===== src/rtl/inc_word_fifo.sv =====
// Elastic word buffer behind the 13-bit increment stage: valid/ready FIFO with occupancy count.
// Define PEAK_TRACK_EN to add the max_seen port tracking the largest accepted word.
module inc_word_fifo #(
    parameter int unsigned WIDTH = 13,
    parameter int unsigned DEPTH = 4,
    parameter int unsigned CW    = $clog2(DEPTH) + 1
) (
    input  logic             n0,
    input  logic             n1,
    input  logic             in_valid,
    input  logic [WIDTH-1:0] in_data,
    output logic             in_ready,
    output logic             out_valid,
    output logic [WIDTH-1:0] out_data,
    input  logic             out_ready,
    output logic [CW-1:0]    count
`ifdef PEAK_TRACK_EN
    ,
    output logic [WIDTH-1:0] max_seen
`endif
);

    localparam int unsigned AW = $clog2(DEPTH);

    logic [WIDTH-1:0] mem [DEPTH];
    logic [AW-1:0]    wr_ptr;
    logic [AW-1:0]    rd_ptr;
    logic [CW-1:0]    count_nxt;
    logic             push_c;
    logic             pop_c;

    assign push_c = in_valid & in_ready;
    assign pop_c  = out_valid & out_ready;

    // Head word comes straight from storage; a fresh push is never bypassed.
    assign out_data = mem[rd_ptr];

    always_comb begin
        count_nxt = count;
        if (push_c && !pop_c) begin
            count_nxt = count + CW'(1);
        end else if (pop_c && !push_c) begin
            count_nxt = count - CW'(1);
        end
    end

    // Flags are registered from the next count so they track count exactly.
    always_ff @(posedge n0 or posedge n1) begin
        if (n1) begin
            for (int i = 0; i < int'(DEPTH); i++) begin
                mem[i] <= '0;
            end
            wr_ptr    <= '0;
            rd_ptr    <= '0;
            count     <= '0;
            in_ready  <= 1'b1;
            out_valid <= 1'b0;
        end else begin
            if (push_c) begin
                mem[wr_ptr] <= in_data;
                wr_ptr      <= wr_ptr + AW'(1);
            end
            if (pop_c) begin
                rd_ptr <= rd_ptr + AW'(1);
            end
            count     <= count_nxt;
            in_ready  <= (count_nxt != CW'(DEPTH));
            out_valid <= (count_nxt != CW'(0));
        end
    end

`ifdef PEAK_TRACK_EN
    always_ff @(posedge n0 or posedge n1) begin
        if (n1) begin
            max_seen <= '0;
        end else if (push_c && (in_data > max_seen)) begin
            max_seen <= in_data;
        end
    end
`endif

endmodule

===== config.mk =====
export PLATFORM = sky130hd
export DESIGN_NAME = inc_word_fifo
export DESIGN_NICKNAME = d
export VERILOG_FILES = /design/src/rtl/inc_word_fifo.sv
export SDC_FILE = /design/constraint.sdc
export NUM_CORES = 1
export LEC_CHECK = 0
export ABC_AREA = 1
export CAP_MARGIN = 20
export CORE_ASPECT_RATIO = 1.5
export CORE_MARGIN = 3
export CORE_UTILIZATION = 59
export CTS_CLUSTER_DIAMETER = 200
export DETAILED_ROUTE_END_ITERATION = 8
export PLACE_DENSITY_LB_ADDON = 0.15
export REMOVE_ABC_BUFFERS = 1
export SYNTH_ARGS = -nofsm -noshare
export SYNTH_HDL_FRONTEND = slang
export SYNTH_SLANG_ARGS = --single-unit

===== constraint.sdc =====
create_clock -name n0 -period 4.85 [get_ports n0]
set_input_delay 0.485 -clock n0 [delete_from_list [all_inputs] [get_ports n0]]
set_output_delay 0.485 -clock n0 [all_outputs]
set_load 0.02 [all_outputs]

=== Yosys cells after proc, flatten, opt, wreduce, memory -nomap -nowiden ===
Cells that the tools add are included.

* Logic and storage cells: 35
* Register bits after elaboration: 61

* Reduce and logical (&&, ||, !) cells: 6
* Equal/unequal tests: 1
* Bitwise operators: 4
* Magnitude comparators: 3
* Muxes and demuxes: 8
* $add $sub $neg: 4

{| class="wikitable"
|+ Operators with widths
! cell !! number
|-
| $bwmux 52 || 1
|-
| $mux 13 || 3
|-
| $bmux 13 s2 || 1
|-
| $demux 13 s2 || 1
|-
| $ge 3x3->1 const B || 2
|-
| $mux 3 || 2
|-
| $not 2->3 || 2
|-
| $add 2x1->2 const B || 2
|-
| $add 3x1->3 const B || 1
|-
| $logic_and 1x1->1 || 3
|-
| $lt 3x1->1 const B || 1
|-
| $ne 3x3->1 const B || 1
|-
| $reduce_bool 3->1 || 1
|-
| $sub 3x1->3 const B || 1
|-
| $and 1x1->1 || 2
|-
| $logic_not 1->1 || 2
|}

=== Depth between registers and ports, before layout ===
* Depth after elaboration: 6
* Depth in mapped cells: 10

=== Least setup slack after synthesis ===
No wires, ideal clock.

* Kind: register -> output
* From: register rd_ptr[0]
* To: output port out_data[2]
* Setup slack: 3.188 ns
* Arrival: 1.177 ns
* Cell stages (with the launch flop): 6
* Path through: dfrtp_1 buf_2 inv_2 buf_2 o21ai_0 o22ai_1

* Cells in the longest elaborated chain, start to end: 4

{| class="wikitable"
|+ RTL lines
! what !! RTL line !! source
|-
| start, declared || 27 || <nowiki>logic [AW-1:0] rd_ptr;</nowiki>
|-
| start signal, assigned || 64 || <nowiki>rd_ptr <= rd_ptr + AW'(1);</nowiki>
|-
| $not 2->3 (not written as such) || 36 || <nowiki>assign out_data = mem[rd_ptr];</nowiki>
|-
| $bmux 13 s2 || 36 ||
|-
| $mux 13 (not written as such) (2 in a row) || 36 ||
|-
| end, declared || 14 || <nowiki>output logic [WIDTH-1:0] out_data,</nowiki>
|}

No other way between the ends. The select of a mux whose other input is x is not followed.

=== Worst setup path after layout ===
* From: register rd_ptr[0]
* To: output port out_data[1]

The elaborated chain is that of the path after synthesis.

==> flow_metrics.py <==
metrics = {
    "synth": {
        "ys_types": 21,
        "ys_ff_latch": 61,
        "yosys_warnings": 0,
        "synth_top_cell_area_share_pct": 50.76,
        "yosysTopAreaCell": "dfrtp_1",
        "synthTopCellsByArea": "dfrtp_1 51%, nand2_1 9.6%, o21ai_2 7.7%",
        "syn_area_mm2": 0.002958,
        "synthesis.instances": 325,
        "synth_area_per_cell_um2": 9.101,
        "yosysSeqAreaShare_pct": 51.65,
    },
    "layout": {
        "layout_common_cells": "76 x nand2_1, 60 x dfrtp_1, 34 x clkdlybuf4s50_1",
        "n_fill_cell": 354,
        "seqCellArea_mm2": 0.001528,
        "finalNetCount": 378,
        "final_common_cell": "nand2_1",
        "area_growth_syn_to_layout_pct": 16.67,
        "multiInputGateArea_mm2": 0.001184,
        "diodes": 0,
        "design_area_mm2": 0.003451,
        "drive_gt1_share_pct": 15.28,
        "fin_util_pct": 73.55,
    },
    "routing": {
        "wl_per_cell_um": 13.86,
        "vias": 2263,
        "avgViaCountPerCell": 5.337,
        "drtAntennaViolNets": 0,
        "drc": 0,
        "drtIter0Drc": 156,
        "dr.pass1.iters": 4,
        "wl_um": 5876,
    },
    "timing": {
        "setup_viol": 0,
        "period_minus_slack_ns": 3.045,
        "grt_setup_unrepaired": "no",
        "slew_viol_final": 0,
        "setup_slack_ns": 1.805,
        "worst_slew_pin_slew_ns": 0.8340,
        "fmax_mhz": 328.4,
        "hold-worst-slack_ns": 0.4793,
        "hold_violations": 0,
        "relSlewSlack_pct": 44.40,
        "finalSetupTns_ns": 0,
        "period_share_pct": 62.79,
        "fin_skew_ns": 0.005063,
    },
    "cts": {
        "cts_root_buffer": "clkbuf_8",
        "cts_hold_buffers": 0,
        "cts.sinks": 61,
        "cts.path.max_buffers": 2,
        "clkLatencyLatePin_ns": 0.34,
        "cts_buffers": 9,
        "cts_tree": "yes",
        "post_cts_buffers": 0,
        "path_clk_slew_ns": 0.06,
        "cts.repair.resized": 0,
        "cts_max_level": 3,
    },
    "global_routing": {
        "grt-ovfl-total": 0,
        "grt_pass1_wl_um": 10550,
        "antenna_found_initial": 0,
        "grt_usage_pct": 23.08,
        "grt_pass1_vias": 2358,
        "grt_max_degree": 62,
    },
    "placement": {
        "place_area_mm2": 0.003241,
        "hpwl_um": 3715,
        "port_buffers": 34,
        "gp_congestion": 0.7708,
        "dp_slack_ns": 2.192,
    },
    "worst_setup_path": {
        "required_ns": 4.37,
        "cp.arrival_ns": 2.56,
        "endpoint_kind": "output port",
        "crit_type": "reg2out",
        "start_kind": "flip-flop",
        "worstPathMaxFanout": 28,
    },
    "power": {
        "leakagePower_nw": 1.678,
        "pwr_density_cell_mw_per_mm2": 751.9,
        "ir_drop_v": 0.0005314,
    },
    "die": {
        "design.core.area_mm2": 0.004692,
        "placementRows": 30,
        "chipWidth_um": 63.81,
        "start_util_pct": 63.04,
        "die_area_mm2": 0.005916,
        "ios": 35,
        "die_h_um": 92.72,
    },
    "run": {
        "maxCapViolCount": 0,
    },
    "outcome": {
        "status": "finished, final reports clean",
    },
    "hold_path": {
        "hold_path.class": "reg2reg",
    },
}
[power by group]
part	internal, mW	total [mW]	switching [mW]
logic	0.511	1.20	0.691
clock network	0.276	0.467	0.190
registers	0.746	0.926	0.179
[layer usage]
layer	wire length, um	vias to the layer above	GRT usage [%]
li1	-	1113	-
met1	2435	1092	26.15
met2	3069	47	40.21
met3	249	11	4.976
met4	121	0	11.71
met5	0	-	0
[final cells by class]
type,count,area share (%)
timing repair buffer,35,10.08
multi-input combinational,221,34.30
clock inverter,4,1.305
sequential,61,44.27
inverter,27,2.937
tap,64,2.321
clock buffer,12,4.786
[registers in the layout, summed over array words and instances (netlist names)]
name,flops
mem,52
out_valid,1
in_ready,1
count,3
wr_ptr,2
rd_ptr,2
[critical path: stages (launching register included)]
cell,delay (ns)
dfrtp_1,0.88
inv_2,0.40
o21ai_0,0.27
o22ai_1,0.11
clkdlybuf4s50_1,0.55
[worst paths after layout]
path                                            start                     to  slack, ns  depth (start not counted)
worst max-delay path            rd_ptr[0]$_DFFE_PP0P_            out_data[1]       1.80                          4
worst min-delay path              mem[25]$_DFFE_PP0P_    mem[25]$_DFFE_PP0P_       0.48                          2
worst max register to register  rd_ptr[0]$_DFFE_PP0P_  rd_ptr[1]$_DFFE_PP0P_       3.03                          3
worst min register to register    mem[25]$_DFFE_PP0P_    mem[25]$_DFFE_PP0P_       0.48                          2
max in group asynchronous                          n1    mem[39]$_DFFE_PP0P_       3.68                          3
min in group asynchronous                          n1    mem[27]$_DFFE_PP0P_       0.68                          3
[cells by family (layout without fill, tap and decap cells)]
kind of cell / count (synthesis) / count (layout) / share of synthesized area (%)
AO/OA/AOI/OAI: 92 / 92 / 19.42
adder cells (fa/ha/maj): 6 / 6 / 2.538
buffers and inverters: 43 / 78 / 8.334
flip-flops: 61 / 61 / 51.65
AND/OR/NAND/NOR: 120 / 120 / 17.17
XOR/XNOR: 3 / 3 / 0.8885
[stage by stage]
stage | power, mW | instances
floorplan | 1.695 | 309
global placement | 2.094 | 408
detailed placement | 2.135 | 408
CTS | 2.612 | 424
global route | 2.802 | 424
finish | 2.595 | 424
[cell usage after synthesis, drive strengths merged]
cell type,count
buf,14
clkbuf,2
dfrtp,60
dfstp,1
ha,6
inv,27
nand2,83
nand3,6
nor2,31
o21ai,79
o22ai,13
xor2,3
(Power assumes the default switching activity.)
